--- src/rtl/regfile_mp.sv ---
// Multi-read-port register file for the ID stage: hardwired zero register,
// write-to-read bypass, link override and a clear sequence run after every reset.
module regfile_mp #(
   parameter int DW       = 32,
   parameter int AW       = 5,
   parameter int NUM_RD   = 2,
   parameter int LINK_REG = 31,
   parameter int ZERO_REG = 1
) (
   input  logic                 clk,
   input  logic                 rst,
   output logic                 ready,
   input  logic                 wr_en,
   input  logic                 link,
   input  logic [AW-1:0]        wr_addr,
   input  logic [DW-1:0]        wr_data,
   input  logic [NUM_RD*AW-1:0] rd_addr,
   output logic [NUM_RD*DW-1:0] rd_data,
   input  logic [AW-1:0]        dbg_addr,
   output logic [DW-1:0]        dbg_data
);

   localparam int            DEPTH  = 1 << AW;
   localparam logic [AW-1:0] LINK_A = AW'(LINK_REG);
   localparam logic [AW-1:0] LAST_A = AW'(DEPTH - 1);
   localparam logic          HAS_Z  = (ZERO_REG != 0);

   typedef enum logic {INIT, RUN} state_t;

   state_t              state;
   logic [AW-1:0]       clrPtr;
   logic [DW-1:0]       mem [DEPTH];
   logic [AW-1:0]       dest;
   logic                destOk;
   logic [NUM_RD*DW-1:0] rdNext;

   assign dest     = link ? LINK_A : wr_addr;
   assign destOk   = !(HAS_Z && (dest == '0));
   assign dbg_data = mem[dbg_addr];

   // A read that hits the entry being written this cycle sees the new data.
   always_comb begin
      rdNext = '0;
      for (int i = 0; i < NUM_RD; i++) begin
         if (HAS_Z && (rd_addr[i*AW +: AW] == '0))
            rdNext[i*DW +: DW] = '0;
         else if (wr_en && destOk && (dest == rd_addr[i*AW +: AW]))
            rdNext[i*DW +: DW] = wr_data;
         else
            rdNext[i*DW +: DW] = mem[rd_addr[i*AW +: AW]];
      end
   end

   // INIT walks every entry writing zero; RUN performs normal writes and reads.
   always_ff @(posedge clk) begin
      if (rst) begin
         state   <= INIT;
         clrPtr  <= '0;
         ready   <= 1'b0;
         rd_data <= '0;
      end else begin
         case (state)
            INIT: begin
               mem[clrPtr] <= '0;
               clrPtr      <= clrPtr + 1'b1;
               rd_data     <= '0;
               if (clrPtr == LAST_A) begin
                  state <= RUN;
                  ready <= 1'b1;
               end
            end
            RUN: begin
               if (wr_en && destOk)
                  mem[dest] <= wr_data;
               rd_data <= rdNext;
               ready   <= 1'b1;
            end
            default: begin
               state <= INIT;
               ready <= 1'b0;
            end
         endcase
      end
   end

endmodule

--- config.mk ---
export PLATFORM = sky130hd
export DESIGN_NAME = regfile_mp
export DESIGN_NICKNAME = d
export VERILOG_FILES = /design/src/rtl/regfile_mp.sv
export SDC_FILE = /design/constraint.sdc
export NUM_CORES = 2
export LEC_CHECK = 0
export BUFFER_PORTS_ARGS = -buffer_cell sky130_fd_sc_hd__buf_2
export CORE_ASPECT_RATIO = 2
export CORE_MARGIN = 1.5
export CORE_UTILIZATION = 46
export CTS_CLUSTER_DIAMETER = 30
export CTS_CLUSTER_SIZE = 10
export DETAILED_ROUTE_END_ITERATION = 6
export MAX_ROUTING_LAYER = met4
export PLACE_DENSITY = 0.66
export SYNTH_ARGS = -nofsm -noshare
export SYNTH_HDL_FRONTEND = slang
export SYNTH_SLANG_ARGS = --single-unit
--- constraint.sdc ---
create_clock -name clk -period 4.75 [get_ports clk]
set_clock_uncertainty 0.1 [all_clocks]
set_input_delay 0.475 -clock clk [delete_from_list [all_inputs] [get_ports clk]]
set_output_delay 0.475 -clock clk [all_outputs]
set_load 0.1 [all_outputs]
## Word-level counts from Yosys, hierarchy flattened

Memory sizes are Yosys's and may differ from the RTL's.
Cells that the tools add are included.

- Register bits after elaboration: 71
- Latch bits: 0
- Bits in writable memories: 1024
- Memory bits (read-only): 0
- Bits of input ports: 56
- Output and inout bits: 97
- Word-level logic and storage cells: 39
- Memories: 1

Memories:

| memory | depth | width | rd ports | clocked after Yosys merged registers in | write ports | RTL line | RTL |
|---|---|---|---|---|---|---|---|
| mem | 32 | 32 | 3 | 0 | 1 | 32 | `logic [DW-1:0] mem [DEPTH];` |

- $add $sub $neg: 1
- Multiply operators: 0
- Divide/modulo/power cells: 0
- $lt $le $gt $ge: 0
- Equality and inequality tests: 4
- Shifts and indexed selects: 0
- Multiplexer cells: 20
- Bitwise gates (word level): 1
- Reductions and logical operators: 8

Operators with widths:

| kind | count |
|---|---|
| $mux W32 | 5 |
| $pmux W64 S2 | 1 |
| $reduce_or A32 Y1 | 1 |
| $logic_not A5 Y1 | 3 |
| $mux W1 | 11 |
| $eq A5 B5 Y1 | 2 |
| $mux W5 | 2 |
| $add A5 B1 Y5 const B | 1 |
| $eq A5 B5 Y1 const B | 1 |
| $logic_and A1 B1 Y1 | 3 |
| $ne A2 B2 Y1 const B | 1 |
| $pmux W1 S2 | 1 |
| $logic_not A1 Y1 | 1 |
| $not A1 Y1 | 1 |

## Longest topological paths before layout

- Depth in word-level cells: 10
- Gate-level depth with buffers: 9
- Depth with buffers taken out: 5

## Least setup slack after synthesis

No wires, ideal clock.

- Path type: in2reg
- Start point: input port wr_addr[3]
- End point: memory mem[0][0], enable pin
- Library setup time: 0.421 ns
- Arrival: 3.330 ns
- Setup slack: 0.899 ns
- Stages: 7
- Buffers on the path: 2
- Cell sequence: clkbuf_1 -> nor4_1 -> a21oi_1 -> buf_2 -> mux2i_1 -> nand3_1 -> nor2_1

- Cells in the longest elaborated chain, start to end: 10

Ends and longest elaborated chain:

| item | RTL line | RTL |
|---|---|---|
| from (decl) | 15 | `input logic [AW-1:0] wr_addr,` |
| $mux W5 (*) | 37 | `assign dest = link ? LINK_A : wr_addr;` |
| $logic_not A5 Y1 | 38 | `assign destOk = !(HAS_Z && (dest == '0));` |
| $logic_not A1 Y1 | 38 |  |
| $logic_and A1 B1 Y1 | 73 | `if (wr_en && destOk)` |
| $mux W1 | 73 |  |
| $mux W1 | 62 | `case (state)` |
| $mux W1 | 56 | `if (rst) begin` |
| $mux W1 (implied by the code) | 74 | `mem[dest] <= wr_data;` |
| $reduce_or A32 Y1 (no line) | n/a |  |
| $mux W5 (no line) / $mux W1 (equally long branches) | n/a |  |
| to (decl) | 32 |  |

Mark *: on every way between the ends. The rest lies on a longest branch, timed or not.

## Worst setup path in the final report

- Start point: register state
- End point: memory mem[1][3], enable pin

- Cells in the longest elaborated chain, start to end: 5

Ends and longest elaborated chain:

| item | RTL line | RTL |
|---|---|---|
| from (decl) | 30 | `state_t state;` |
| from (signal assigned) | 57 | `state <= INIT;` |
| from (signal assigned) | 68 | `state <= RUN;` |
| from (signal assigned) | 79 | `state <= INIT;` |
| $mux W1 | 62 |  |
| $mux W1 | 56 |  |
| $mux W1 (implied by the code) | 74 |  |
| $reduce_or A32 Y1 (no line) | n/a |  |
| $mux W5 (no line) / $mux W1 (equally long branches) | n/a |  |

Parallel ways exist; a longest one is shown, timed or not.

==> run summary <==
The min-delay analysis places its worst path in the category in -> reg. The number of sinks on the clock net is 1095. The power density over the cells came out at 357 mW/mm^2. The critical-path maximum fanout came out at 20. The clock transition at the register clock pins on the worst setup and hold paths after CTS came out at 0.05 ns. In this run, post-CTS repair resized a total of 0 instances.

The storage element area came out at 0.0322 sq mm. The synthesized design devotes to its leading area cell type 52.3% of total area. The xor-xnor portion of the synthesized cell area is 0.119%. The clock insertion delay at the later pin of the skew report came out at 0.78 ns. The number of vias per cell after detailed routing is 7.21.

The total overflow left after global routing is 0. The library cell contributing the largest single delay on the critical path is sky130_fd_sc_hd__nor2_4. For this run, the leading register cell type out of synthesis is sky130_fd_sc_hd__edfxtp_1. The critical path goes through nand3b_1, a21oi_4, mux2i_1, nand3_1, nor2_4, buf_4.

The placed wire-length estimate is 130000 microns. After synthesis, the share of flip-flops with an asynchronous set or reset is 0%. The commonest cells after synthesis are 1024 x sky130_fd_sc_hd__edfxtp_1, 651 x sky130_fd_sc_hd__mux4_2, 373 x sky130_fd_sc_hd__mux2_2. The via count of the first global-routing pass came to 40300. The count of antenna-violating nets left after detailed routing came out at 0. The number of CTS-inserted buffers came out at 154. The initial antenna violation count came out at 7.

Counting flops with a built-in enable in the synthesized netlist gives 1024. The number of rows in the core area came out at 185. Setup repair after global routing left no endpoint under its margin. The first TritonRoute pass finished after 6 iterations. The detailed-route DRC error count came out at 0. STA puts the critical path data required time at 5.04 ns.

The smallest clock period supported by the final layout is computed as 3.70 ns. The detailed router finished its first iteration with 5299 violations. The stage delay of the slowest cell on the critical path came out at 0.76 ns.

In the post-synthesis netlist, the biggest area contributors are sky130_fd_sc_hd__edfxtp_1 52%, sky130_fd_sc_hd__mux4_2 25%, sky130_fd_sc_hd__mux2_2 7.1%. The setup path with the least slack is of type reg -> reg. The via total after detailed routing came out at 39400. The total area inside the core boundary comes to 0.127 sq mm. The worst setup path is captured at a flip-flop. The count of mapped cells out of synthesis is 3480. The most common cell in the synthesized netlist is sky130_fd_sc_hd__edfxtp_1. The worst hold margin came out at 0.0395 ns. The layout overhead on the synthesized area came out at 15.5%. The peak ir drop on the vdd network is 0.000382 V. After synthesis, the largest family of logic cells by area is multiplexers. The maximum buffer depth of the clock tree is 3. The maximum level of the CTS H-tree is 4. The run finished with clean final reports. The worst relative slew slack came out at 19.8%. The portion of the post-synthesis area used by sequential elements came out at 54.7%. The final period utilization is 78.0%.

Summed over all layers, the routed wires come to 213000 microns. The number of cells on the worst reg-to-reg path is 6. The transition time of the tightest slew-check pin is 1.20 ns. The library cell used as clock root buffer is sky130_fd_sc_hd__clkbuf_16. During I/O placement, the number of pins put on the boundary was 153.

The final total power came out at 24300 uW. The worst setup path is launched from a flip-flop. The number of hold violations in the final report came out at 0. The worst path arrival time is 4.00 ns. The post-synthesis instance area is 0.0588 sq mm.

Setup total negative slack on the finished layout was measured at 0 ns. The proportion of synthesized area in mux cells is 33.1%. The global-route usage over all layers came out at 33.7%. Synthesis instantiated 44 different standard cells from the library. The worst hold path was traced through 3 stages. The largest net degree at the start of global routing came out at 77. The die outline width came out at 256 microns. The first global-routing pass estimated 297000 microns of wire. The maximum frequency from static timing analysis is 0.270 GHz. The number of max-slew violations in the final report was 0. The per-instance average area after synthesis came out at 16.9 sq um.

Cells with a size suffix above 1 make up 44.6% of the layout. From bottom edge to top edge, the die measures 509 microns. The simple-gate share of the synthesized area is 3.97%.

Once the clock tree was built, the setup fixing pass inserted 0 buffers. The adder-cell share of the synthesized area is 0.0426%. The filler cell count came out at 10100.

The synthesized design contains 1095 register bits. The number of max-cap violations is 0. The area of the die is 0.130 sq mm.

The global placer's final weighted congestion came out at 0.931. The count of buffers added on input and output ports is 152. The number of endpoints failing setup at the final stage came out at 0.

The area fraction in compound gates after synthesis came out at 5.47%. The routed wire length per instance is 39.0 microns. sky130_fd_sc_hd__edfxtp_1 takes more of the synthesized area than any other cell. The count of nets after finishing came out at 3728. The effective utilization at floorplan came out at 46.3%. The number of nets in the synthesized netlist is 3538. TritonCTS built the clock tree.

The analysis attributes to cell leakage a power of 0.0194 uW. Yosys printed 0 warnings. The area of combinational cells with multiple inputs is 0.0255 sq mm.
-- sequential cells by signal, indices dropped and copies added (netlist names) --
name / count
mem: 1024
rd_data: 64
state: 1
clrPtr: 5
ready: 1
-- through the flow --
step	utilization, %	instance area [sq um]	std cells	worst slack [ns]
2_1_floorplan	-	58800	3480	0.899
3_3_place_gp	49.4	62700	5179	0.991
3_5_place_dp	49.4	62700	5179	0.912
4_1_cts	53.5	67900	5459	1.10
5_1_grt	53.5	67900	5463	0.940
6_report	53.5	67900	5463	1.05
-- cells by family (layout without fill, tap and decap cells) --
family	after synthesis	count (layout)
other	0	4
AO/OA/AOI/OAI	466	466
AND/OR/NAND/NOR	489	489
adder cells (fa/ha/maj)	2	2
XOR/XNOR	8	8
multiplexers	1086	1086
flip-flops	1095	1095
buffers and inverters	334	630
-- layout make-up --
| class | instances | area share, % |
|---|---|---|
| Antenna cell | 4 | 0.0147 |
| Clock buffer | 190 | 6.09 |
| Clock inverter | 72 | 1.28 |
| Inverter | 4 | 0.0240 |
| Multi-Input combinational cell | 2051 | 37.5 |
| Sequential cell | 1095 | 47.4 |
| Tap cell | 1683 | 3.10 |
| Timing Repair Buffer | 364 | 4.62 |
-- cell usage in the layout, fill, tap and decap left out, types with 5 or more instances in the layout --
cell,netlist,final
sky130_fd_sc_hd__a211oi_1,34,34
sky130_fd_sc_hd__a211oi_2,30,30
sky130_fd_sc_hd__a21oi_1,80,79
sky130_fd_sc_hd__a22oi_1,49,49
sky130_fd_sc_hd__a31oi_1,7,7
sky130_fd_sc_hd__and2_1,32,32
sky130_fd_sc_hd__buf_12,0,53
sky130_fd_sc_hd__buf_2,101,141
sky130_fd_sc_hd__buf_4,14,145
sky130_fd_sc_hd__buf_8,0,6
sky130_fd_sc_hd__bufinv_16,0,17
sky130_fd_sc_hd__clkbuf_1,165,27
sky130_fd_sc_hd__clkbuf_16,0,159
sky130_fd_sc_hd__clkinv_1,0,18
sky130_fd_sc_hd__clkinv_2,0,13
sky130_fd_sc_hd__clkinv_4,0,5
sky130_fd_sc_hd__clkinvlp_4,0,7
sky130_fd_sc_hd__dfxtp_1,71,71
sky130_fd_sc_hd__dlygate4sd3_1,0,18
sky130_fd_sc_hd__edfxtp_1,1024,1024
sky130_fd_sc_hd__inv_6,0,10
sky130_fd_sc_hd__mux2_2,373,373
sky130_fd_sc_hd__mux2i_1,62,62
sky130_fd_sc_hd__mux4_2,651,651
sky130_fd_sc_hd__nand2_1,128,125
sky130_fd_sc_hd__nand2b_1,13,6
sky130_fd_sc_hd__nand2b_2,0,7
sky130_fd_sc_hd__nand3_1,18,16
sky130_fd_sc_hd__nor2_1,114,82
sky130_fd_sc_hd__nor2_4,0,32
sky130_fd_sc_hd__nor2b_1,29,28
sky130_fd_sc_hd__nor3_1,83,82
sky130_fd_sc_hd__nor4_1,51,51
sky130_fd_sc_hd__o21ai_0,10,10
sky130_fd_sc_hd__o22ai_1,166,165
sky130_fd_sc_hd__o31ai_1,81,80
sky130_fd_sc_hd__or2_2,9,10
sky130_fd_sc_hd__xor2_1,7,7
-- what timing repair did --
item | CTS | global route
endpoints found under the setup margin | 0 | 0
hold buffers | 18 | 0
hold endpoints to repair | 30 | 0
-- where the power goes --
group	total, uW	internal (uW)	switching (uW)	leakage, uW
registers	10500	10500	42.9	0.00851
logic	2330	848	1490	0.00849
clock network	11400	7070	4340	0.00242
total	24300	18400	5870	0.0194
-- critical path, delay by kind of cell, from the launching register on --
kind	cells	cell delay [ns]
DFF	1	0.50
buffers and inverters	1	0.61
and+or+nand+nor	3	1.40
muxes	1	0.38
AOI/OAI and AO/OA	1	0.32
-- layer usage --
layer  GRT usage (%)  vias to the layer above  share of wire, %
met1            38.9                    20500                33
met5               -                        -                 0
met3            8.57                      862                11
met2            52.5                     2872                48
met4            21.6                        0               7.7
li1                -                    15200                 -
-- worst paths after layout --
check                                  from     endpoint  slack (ns)
worst max register to register        state    mem[1][3]        1.05
worst max-delay path                  state    mem[1][3]        1.05
worst min-delay path            wr_data[29]  rd_data[61]        0.04
worst min register to register        ready        ready        0.34
Power figures use the tool's default switching activity.
